==> config.mk <==
export PLATFORM = sky130hd
export DESIGN_NAME = alu_seq_muldiv_flat
export DESIGN_NICKNAME = d
export VERILOG_FILES = /design/src/rtl/alu_seq_muldiv_pkg.sv /design/src/rtl/alu_seq_muldiv_if.sv /design/src/rtl/alu_seq_muldiv_simple_ops.sv /design/src/rtl/alu_seq_muldiv.sv /design/src/flat_wrapper.sv
export SDC_FILE = /design/constraint.sdc
export NUM_CORES = 2
export LEC_CHECK = 0
export ABC_AREA = 1
export CORE_AREA = 2 2 262 264
export CTS_BUF_LIST = sky130_fd_sc_hd__clkbuf_16
export CTS_CLUSTER_DIAMETER = 40
export CTS_CLUSTER_SIZE = 8
export DETAILED_ROUTE_END_ITERATION = 12
export DIE_AREA = 0 0 264 266
export PLACE_DENSITY = 0.83
export SLEW_MARGIN = 20
export SYNTH_ARGS = -nofsm -noshare
export SYNTH_HDL_FRONTEND = slang
export SYNTH_SLANG_ARGS = --single-unit
==> constraint.sdc <==
create_clock -name clk -period 7.35 [get_ports clk]
set_clock_uncertainty 0.05 [all_clocks]
set_input_delay 1.1025 -clock clk [delete_from_list [all_inputs] [get_ports clk]]
set_output_delay 1.1025 -clock clk [all_outputs]
set_load 0.05 [all_outputs]
==> src/rtl/alu_seq_muldiv_pkg.sv <==
// Shared opcodes, FSM state encoding and width constants for the
// multi-cycle ALU and its decoder.
package alu_pkg;

    localparam int OP_W = 4;
    localparam int ST_W = 2;

    localparam logic [OP_W-1:0] ALU_AND  = 4'b0000;
    localparam logic [OP_W-1:0] ALU_OR   = 4'b0001;
    localparam logic [OP_W-1:0] ALU_ADD  = 4'b0010;
    localparam logic [OP_W-1:0] ALU_MUL  = 4'b0011;
    localparam logic [OP_W-1:0] ALU_DIVU = 4'b0100;
    localparam logic [OP_W-1:0] ALU_REMU = 4'b0101;
    localparam logic [OP_W-1:0] ALU_SUB  = 4'b0110;

    localparam logic [ST_W-1:0] ST_IDLE = 2'd0;
    localparam logic [ST_W-1:0] ST_BUSY = 2'd1;
    localparam logic [ST_W-1:0] ST_DONE = 2'd2;

endpackage

==> src/rtl/alu_seq_muldiv_if.sv <==
// Request/response bundle between the EX stage and the multi-cycle ALU.
// Handshake: a request transfers on in_valid && in_ready && !flush; a result
// transfers on out_valid && out_ready; flush aborts everything in flight.
interface alu_seq_muldiv_if
    import alu_pkg::*;
#(
    parameter int XLEN = 64
);
    logic             in_valid;
    logic             in_ready;
    logic [OP_W-1:0]  alu_control;
    logic [XLEN-1:0]  rs1;
    logic [XLEN-1:0]  rs2;
    logic             out_valid;
    logic             out_ready;
    logic [XLEN-1:0]  rd;
    logic             alu_zero;
    logic             busy;
    logic             flush;
    logic [ST_W-1:0]  state;

    modport master (
        output in_valid, alu_control, rs1, rs2, out_ready, flush,
        input  in_ready, out_valid, rd, alu_zero, busy, state
    );

    modport slave (
        input  in_valid, alu_control, rs1, rs2, out_ready, flush,
        output in_ready, out_valid, rd, alu_zero, busy, state
    );
endinterface

==> src/rtl/alu_seq_muldiv_simple_ops.sv <==
// Single-cycle AND/OR/ADD/SUB datapath; unknown opcodes yield zero.
module alu_simple_ops
    import alu_pkg::*;
#(
    parameter int XLEN = 64
) (
    input  logic [OP_W-1:0] i_op,
    input  logic [XLEN-1:0] i_a,
    input  logic [XLEN-1:0] i_b,
    output logic [XLEN-1:0] o_result
);
    always_comb begin
        o_result = '0;
        case (i_op)
            ALU_AND: o_result = i_a & i_b;
            ALU_OR:  o_result = i_a | i_b;
            ALU_ADD: o_result = i_a + i_b;
            ALU_SUB: o_result = i_a - i_b;
            default: o_result = '0;
        endcase
    end
endmodule

==> src/rtl/alu_seq_muldiv.sv <==
// Multi-cycle ALU: simple ops in one cycle, shift-add MUL and restoring
// DIVU/REMU at one bit per cycle, behind a valid/ready handshake.
module alu_seq_muldiv
    import alu_pkg::*;
#(
    parameter int XLEN = 64
) (
    input  logic             clk,
    input  logic             rst_n,
    alu_seq_muldiv_if.slave  bus
);
    localparam int CNT_W = $clog2(XLEN) + 1;

    logic [ST_W-1:0]  r_state;
    logic [XLEN-1:0]  r_rd;
    logic             r_out_valid;
    logic [CNT_W-1:0] r_cnt;
    logic [OP_W-1:0]  r_op;
    // r_a: multiplicand (MUL) or dividend/quotient shifter (DIV)
    // r_b: multiplier (MUL) or divisor (DIV)
    logic [XLEN-1:0]  r_a;
    logic [XLEN-1:0]  r_b;
    logic [XLEN-1:0]  r_acc;
    logic [XLEN-1:0]  r_rem;

    logic             w_accept;
    logic             w_is_div;
    logic [XLEN-1:0]  w_simple;
    logic [XLEN-1:0]  w_acc_nxt;
    logic [XLEN:0]    w_rem_sh;
    logic [XLEN:0]    w_diff;
    logic [XLEN-1:0]  w_rem_nxt;
    logic [XLEN-1:0]  w_quo_nxt;

    alu_simple_ops #(.XLEN(XLEN)) u_simple (
        .i_op     (bus.alu_control),
        .i_a      (bus.rs1),
        .i_b      (bus.rs2),
        .o_result (w_simple)
    );

    assign w_accept  = bus.in_valid && (r_state == ST_IDLE) && !bus.flush;
    assign w_is_div  = (bus.alu_control == ALU_DIVU) || (bus.alu_control == ALU_REMU);
    assign w_acc_nxt = r_acc + (r_b[0] ? r_a : '0);

    // Remainder runs one bit wider so the borrow of the trial subtract is bit XLEN.
    assign w_rem_sh  = {r_rem, r_a[XLEN-1]};
    assign w_diff    = w_rem_sh - {1'b0, r_b};
    assign w_rem_nxt = w_diff[XLEN] ? w_rem_sh[XLEN-1:0] : w_diff[XLEN-1:0];
    assign w_quo_nxt = {r_a[XLEN-2:0], ~w_diff[XLEN]};

    always_ff @(posedge clk or negedge rst_n) begin
        if (!rst_n) begin
            r_state     <= ST_IDLE;
            r_rd        <= '0;
            r_out_valid <= 1'b0;
            r_cnt       <= '0;
            r_op        <= '0;
            r_a         <= '0;
            r_b         <= '0;
            r_acc       <= '0;
            r_rem       <= '0;
        end else if (bus.flush) begin
            r_state     <= ST_IDLE;
            r_out_valid <= 1'b0;
            r_cnt       <= '0;
        end else begin
            case (r_state)
                ST_IDLE: begin
                    if (w_accept) begin
                        r_op <= bus.alu_control;
                        if (bus.alu_control == ALU_MUL || (w_is_div && bus.rs2 != '0)) begin
                            r_a     <= bus.rs1;
                            r_b     <= bus.rs2;
                            r_acc   <= '0;
                            r_rem   <= '0;
                            r_cnt   <= CNT_W'(XLEN);
                            r_state <= ST_BUSY;
                        end else begin
                            if (w_is_div)
                                r_rd <= (bus.alu_control == ALU_DIVU) ? '1 : bus.rs1;
                            else
                                r_rd <= w_simple;
                            r_out_valid <= 1'b1;
                            r_state     <= ST_DONE;
                        end
                    end
                end
                ST_BUSY: begin
                    r_cnt <= r_cnt - 1'b1;
                    if (r_op == ALU_MUL) begin
                        r_acc <= w_acc_nxt;
                        r_a   <= r_a << 1;
                        r_b   <= r_b >> 1;
                    end else begin
                        r_rem <= w_rem_nxt;
                        r_a   <= w_quo_nxt;
                    end
                    if (r_cnt == CNT_W'(1)) begin
                        if (r_op == ALU_MUL)       r_rd <= w_acc_nxt;
                        else if (r_op == ALU_DIVU) r_rd <= w_quo_nxt;
                        else                       r_rd <= w_rem_nxt;
                        r_out_valid <= 1'b1;
                        r_state     <= ST_DONE;
                    end
                end
                ST_DONE: begin
                    if (bus.out_ready) begin
                        r_out_valid <= 1'b0;
                        r_state     <= ST_IDLE;
                    end
                end
                default: r_state <= ST_IDLE;
            endcase
        end
    end

    assign bus.in_ready  = (r_state == ST_IDLE);
    assign bus.busy      = (r_state != ST_IDLE);
    assign bus.out_valid = r_out_valid;
    assign bus.rd        = r_rd;
    assign bus.alu_zero  = (r_rd == '0);
    assign bus.state     = r_state;
endmodule
==> src/flat_wrapper.sv <==
// flat-port wrapper written by rule: the top's interface ports become plain ports
module alu_seq_muldiv_flat import alu_pkg::*;
#(
    parameter int XLEN = 64
)
  (clk, rst_n, bus_in_valid, bus_alu_control, bus_rs1, bus_rs2, bus_out_ready, bus_flush, bus_in_ready, bus_out_valid, bus_rd, bus_alu_zero, bus_busy, bus_state);
  alu_seq_muldiv_if #(.XLEN(XLEN)) bus_i ();
  input  logic clk;
  input  logic rst_n;
  input wire logic [$bits(bus_i.in_valid)-1:0] bus_in_valid;
  input wire logic [$bits(bus_i.alu_control)-1:0] bus_alu_control;
  input wire logic [$bits(bus_i.rs1)-1:0] bus_rs1;
  input wire logic [$bits(bus_i.rs2)-1:0] bus_rs2;
  input wire logic [$bits(bus_i.out_ready)-1:0] bus_out_ready;
  input wire logic [$bits(bus_i.flush)-1:0] bus_flush;
  output wire logic [$bits(bus_i.in_ready)-1:0] bus_in_ready;
  output wire logic [$bits(bus_i.out_valid)-1:0] bus_out_valid;
  output wire logic [$bits(bus_i.rd)-1:0] bus_rd;
  output wire logic [$bits(bus_i.alu_zero)-1:0] bus_alu_zero;
  output wire logic [$bits(bus_i.busy)-1:0] bus_busy;
  output wire logic [$bits(bus_i.state)-1:0] bus_state;
  assign bus_i.in_valid = bus_in_valid;
  assign bus_i.alu_control = bus_alu_control;
  assign bus_i.rs1 = bus_rs1;
  assign bus_i.rs2 = bus_rs2;
  assign bus_i.out_ready = bus_out_ready;
  assign bus_i.flush = bus_flush;
  assign bus_in_ready = bus_i.in_ready;
  assign bus_out_valid = bus_i.out_valid;
  assign bus_rd = bus_i.rd;
  assign bus_alu_zero = bus_i.alu_zero;
  assign bus_busy = bus_i.busy;
  assign bus_state = bus_i.state;
  alu_seq_muldiv #(.XLEN(XLEN)) u_core (.clk(clk), .rst_n(rst_n), .bus(bus_i));
endmodule
# [Word level (Yosys, flattened, before mapping)]
# Cells that the tools add are included.
[totals] ff_bits=334 in_bits=137 word_cells=103
[classes] n_addsub=5 eq_ne=22 muxes=41 bitwise_logic=4 n_reduce_logical=22
[op_table] cell="$mux 64" n=18
[op_table] cell="$pmux 64 s2" n=5
[op_table] cell="$pmux 64 s4" n=1
[op_table] cell="$add 64x64->64" n=2
[op_table] cell="$sub 65x64->65" n=1
[op_table] cell="$and 64x64->64" n=1
[op_table] cell="$logic_not 64->1" n=1
[op_table] cell="$or 64x64->64" n=1
[op_table] cell="$reduce_bool 64->1" n=1
[op_table] cell="$sub 64x64->64" n=1
[op_table] cell="$mux 7" n=3
[op_table] cell="$reduce_and 5->1" n=4
[op_table] cell="$eq 4x3->1 const B" n=4
[op_table] cell="$pmux 7 s2" n=1
[op_table] cell="$eq 4x2->1 const B" n=3
[op_table] cell="$mux 2" n=5
[op_table] cell="$ne 3x2->1 const B" n=3
[op_table] cell="$reduce_and 3->1" n=3
[op_table] cell="$ne 2x1->1 const B" n=4
[op_table] cell="$eq 7x1->1 const B" n=1
[op_table] cell="$sub 7x1->7 const B" n=1
[op_table] cell="$mux 1" n=6
[op_table] cell="$ne 3x3->1 const B" n=2
[op_table] cell="$pmux 2 s3" n=1
[op_table] cell="other kinds (15)" n=21

# [Longest topological paths before layout]
[depth] depth_word=8 ltp_mapped=31 mapped_depth_nobuf=31

# [Hierarchy]
# A second synthesis with hierarchy kept.
[unflattened] hier_cells=6541 hier_area_um2=37719.9
[by_module_without_submodules] mod="alu_seq_muldiv" n_inst=1 cells_per_inst=4597 area_each_um2=28614.9 seq_area_each_um2=8358.0
[by_module_without_submodules] mod="alu_simple_ops" n_inst=1 cells_per_inst=1944 area_each_um2=9105.0 seq_area_each_um2=0.0

# [Worst setup path after synthesis]
# No wires, ideal clock.
[synth_timing] path_type="input port to flip-flop" start="in bus_rs2[1]" end="reg u_core.r_rd[55], in the netlist u_core.bus.rd[55]" setup_ps=113 t_arrival_ps=4147 required_time_ps=7187 setup_slack_ps=3040 path_stages=26 path_buffers=0 cell_sequence="inv_1 > ha_1 > nand3_1 > nor2_2 > nand2_1 > inv_1 > nand4_1 > nor2_2 > nand3_1 > o31ai_2 > nand2_1 > xor2_1 > ha_1 > nand2_1 > nor2_1 > nand2_1 > nor3_1 > nand2_1 > nand2_1 > nand2_1 > nand3_1 > nand2_1 > a21oi_1 > nand3_1 > nand2_1 > inv_1"
[synth_between] elab_chain_len=6
[synth_lines] element="start, declared" line_no="flat_wrapper.sv:13" rtl="input wire logic [$bits(bus_i.rs2)-1:0] bus_rs2;"
[synth_lines] element="$sub 64x64->64 or $add 64x64->64 (tied branches)" line_no="alu_seq_muldiv_simple_ops.sv:18, alu_seq_muldiv_simple_ops.sv:17"
[synth_lines] element="$pmux 64 s4" line_no="alu_seq_muldiv_simple_ops.sv:14" rtl="case (i_op)"
[synth_lines] element="$mux 64" line_no="alu_seq_muldiv.sv:80" rtl="if (w_is_div)"
[synth_lines] element="$mux 64" line_no="alu_seq_muldiv.sv:72" rtl="if (bus.alu_control == ALU_MUL || (w_is_div && bus.rs2 != '0)) begin"
[synth_lines] element="$mux 64" line_no="alu_seq_muldiv.sv:70" rtl="if (w_accept) begin"
[synth_lines] element="$pmux 64 s2" line_no="alu_seq_muldiv.sv:68" rtl="case (r_state)"
[synth_lines] element="end signal, assigned" line_no="alu_seq_muldiv.sv:81" rtl="r_rd <= (bus.alu_control == ALU_DIVU) ? '1 : bus.rs1;"
[synth_lines] element="end signal, assigned" line_no="alu_seq_muldiv.sv:83" rtl="r_rd <= w_simple;"
[synth_lines] element="end signal, assigned" line_no="alu_seq_muldiv.sv:100" rtl="if (r_op == ALU_MUL) r_rd <= w_acc_nxt;"
[synth_lines] element="end, declared" line_no="alu_seq_muldiv.sv:15" rtl="logic [XLEN-1:0] r_rd;"
# Parallel ways exist; a longest one is shown, timed or not. The select of a mux whose other input is x is not followed.
# A chain may end at the register's enable or synchronous reset.

# [Worst setup path after layout]
[layout_timing] start="in bus_rs2[7]" end="reg u_core.r_rd[51], in the netlist u_core.bus.rd[51]"
# Same word-level chain as after synthesis.

==> impl_metrics.json <==
{
  "post_synth_and_or_nand_nor_area_fraction_pct": 34.99,
  "ys_types": 60,
  "first_global_vias": 39352,
  "power_density_over_cell_area_nw_per_um2": 386.4,
  "cpMostUsedCell": "nand2_1",
  "yosysSeqAreaShare_pct": 22.76,
  "max_stage_delay_ps": 1000,
  "synth.mux.area_fraction_pct": 0.03066,
  "rr_startpoint": "u_core.r_a[63]",
  "gpl.final_weighted_congestion": 1.110,
  "post_synth_top_area_share_pct": 22.76,
  "setup_violations": 0,
  "ys.warnings.count": 0,
  "synth_enable_flop_cells": 0,
  "yosys_most_used_dff": "dfrtp_1",
  "timing.critical_path.from": "bus_rs2[7]",
  "final-max-slew-violation-count": 0,
  "yosys.area_share.xor_xnor_pct": 3.171,
  "average_size_of_a_mapped_cell_um2": 5.913,
  "drc": 0,
  "worstHoldStart": "u_core.bus.out_valid",
  "worst_path_max_delay_cell": "clkdlybuf4s50_1",
  "postCtsResizedCells": 0,
  "design.portCount": 207,
  "core_area_um2": 67750,
  "grt_max_degree": 162,
  "worst_ir_drop_vdd_mv": 0.4494,
  "grt_setup_unrepaired": "false",
  "first_iter_violations": 6322,
  "hpwl_detailed_mm": 139.8,
  "cts_sinks": 334,
  "synthArstFlopShare_pct": 100.0,
  "antenna_found_initial": 8,
  "sum_of_negative_setup_slack_ps": 0,
  "clk_pin_slew_worst_paths_ps": 50,
  "grt_first_pass_wirelength_mm": 250.9,
  "synth.cell_area_um2": 36730,
  "min_path_type": "reg -> reg",
  "cts_inserted_buffers": 59,
  "yosys.area.top_type": "dfrtp_1",
  "grt_overflow": 0,
  "port_buffers": 206,
  "std_cell_rows": 96,
  "die_area_um2": 70220,
  "finalCoreUtilization_pct": 60.85,
  "cts_hold_buffers": 0,
  "max-clock-path-buffers": 3,
  "max-cap-violations": 0,
  "largest_family_of_logic_cells_by_synthesized_area": "simple AND/OR/NAND/NOR gates",
  "floorplan.die.width_um": 264,
  "final_nets": 6667,
  "r2r_setup_slack_ps": 2390,
  "final_layout_size_suffix_gt1_share_pct": 4.164,
  "drt.antenna.violating_nets": 0,
  "tritoncts": "built",
  "cells_taking_the_most_area_after_synthesis": "dfrtp_1 (23%), nand2_1 (20%), inv_1 (10%)",
  "drt_pre_antenna_iters": 8,
  "ws_path_type": "in -> reg",
  "post-route-period-util_pct": 88.99,
  "post_synthesis_cell_count": 6212,
  "root_buffer": "clkbuf_16",
  "synth_compound_area_share_pct": 18.63,
  "wire_per_inst_um": 23.97,
  "worst-path-max-fanout": 6,
  "drt-total-wl_mm": 173.7,
  "yosysMostFrequentCell": "nand2_1",
  "cts_post_setup_buffers_inserted": 0,
  "htreeDepth": 2,
  "via_density": 6.028,
  "worst_hold_slack_ps": 434.6,
  "max_freq_mhz": 152.9,
  "hold_viol": 0,
  "placement.cell_area_um2": 39340,
  "clk-insertion-delay-late_ps": 640,
  "die_h_um": 266,
  "netlist_top_cells_count": "nand2_1 (1973), inv_1 (1009), nor2_1 (590)",
  "final_period_minus_worst_setup_slack_ps": 6541,
  "syn2layout_area_growth_pct": 12.23,
  "setup.worst_path.start_class": "input port",
  "syn-num-nets": 6551,
  "final_cell_area_um2": 41220,
  "globalRouteTotalUtil_pct": 47.98,
  "start_util_pct": 54.22,
  "end_kind": "register",
  "worst_ep_arrival_time_ps": 6990,
  "timing.slew.headroom_pct": 26.81,
  "register_bit_total_from_synthesis": 334,
  "worstMarginPinSlew_ps": 1097,
  "synth_adder_area_share_pct": 7.351,
  "vias": 43687,
  "status": "completed",
  "crit_required_ps": 7800,
  "power_leakage_uw": 0.02107
}
## cell type report
class | count | area (um^2)
clock inverter | 37 | 365.4
clock buffer | 60 | 1501
inverter | 1027 | 3860
multi-input combinational | 4654 | 23590
fill | 6710 | 26520
timing repair buffer | 252 | 2436
sequential | 334 | 8359
tap | 882 | 1104
antenna | 1 | 2.502
## metal layers
layer  global-route usage [%]  vias to the layer above  routed length (um)
met5                        0                        -                  68
met3                    15.43                      691               22870
met4                    34.08                       10               15170
met2                    69.73                     2952               69980
met1                    60.01                    19930               65650
li1                         -                    20104                   -
## stage by stage
step	worst slack (ps)	power, uW	cells
global route	592.3	16750	7246
floorplan	3040	9577	6212
finish	809.0	15930	7247
global placement	800.4	12670	7148
CTS	1413	15500	7245
detailed placement	800.6	12790	7148
## flip-flops by register name, summed over array words and instances (netlist names)
register,flops
u_core.r_a,64
u_core.r_op,4
u_core.r_acc,64
u_core.r_rem,64
u_core.bus.out_valid,1
u_core.r_b,64
u_core.r_cnt,7
u_core.bus.state,2
u_core.bus.rd,64
## worst max-delay path: cells and delay by family
| family | cells | cell delay, ps |
|---|---|---|
| compound gates | 1 | 260 |
| simple gates | 21 | 3780 |
| fa+ha+maj | 1 | 460 |
| buf+inv | 3 | 1230 |
| xor+xnor | 1 | 130 |
## power breakdown
group	switching, uW	internal [uW]
Sequential	697	2620
Combinational	7140	2810
Clock	997	1670
Total	8830	7100
## placed cells by master, fill, tap and decap left out, drive strengths merged, types with 4 or more instances in the layout
| master | netlist | layout |
|---|---|---|
| nand2 | 1984 | 1984 |
| inv | 1024 | 1031 |
| nor2 | 602 | 602 |
| o21ai | 559 | 559 |
| a21oi | 377 | 377 |
| dfrtp | 334 | 334 |
| nand3 | 300 | 300 |
| clkdlybuf4s50 | 0 | 204 |
| ha | 199 | 199 |
| o211ai | 129 | 129 |
| xor2 | 94 | 94 |
| nor3 | 72 | 72 |
| clkbuf | 128 | 60 |
| nand3b | 52 | 52 |
| buf | 69 | 48 |
| a221oi | 41 | 41 |
| xnor2 | 39 | 39 |
| nand4 | 36 | 36 |
| nor4 | 35 | 35 |
| o21bai | 25 | 25 |
| or2 | 25 | 25 |
| clkinv | 3 | 24 |
| maj3 | 15 | 15 |
| a41oi | 14 | 14 |
| o22ai | 13 | 13 |
| and2 | 7 | 7 |
| o21a | 6 | 6 |
| bufinv | 0 | 6 |
| a31oi | 5 | 5 |
| a21o | 5 | 5 |
| o31ai | 4 | 4 |
## cells by family (layout without fill, tap and decap cells)
kind of cell | count (synthesis) | after routing
flops | 334 | 334
xor+xnor | 133 | 133
simple gates | 3118 | 3118
other cells | 0 | 1
buf+inv | 1224 | 1376
fa+ha+maj | 217 | 217
mux | 1 | 1
compound gates | 1185 | 1185
## worst paths after layout
check,end,cells past startpoint
max in group asynchronous,u_core.r_b[0],2
worst min register to register,u_core.bus.out_valid,2
worst max-delay path,u_core.bus.rd[51],27
min in group asynchronous,u_core.r_rem[48],1
worst max register to register,u_core.bus.rd[53],21
worst min-delay path,u_core.bus.out_valid,2
Power figures use the tool's default switching activity.
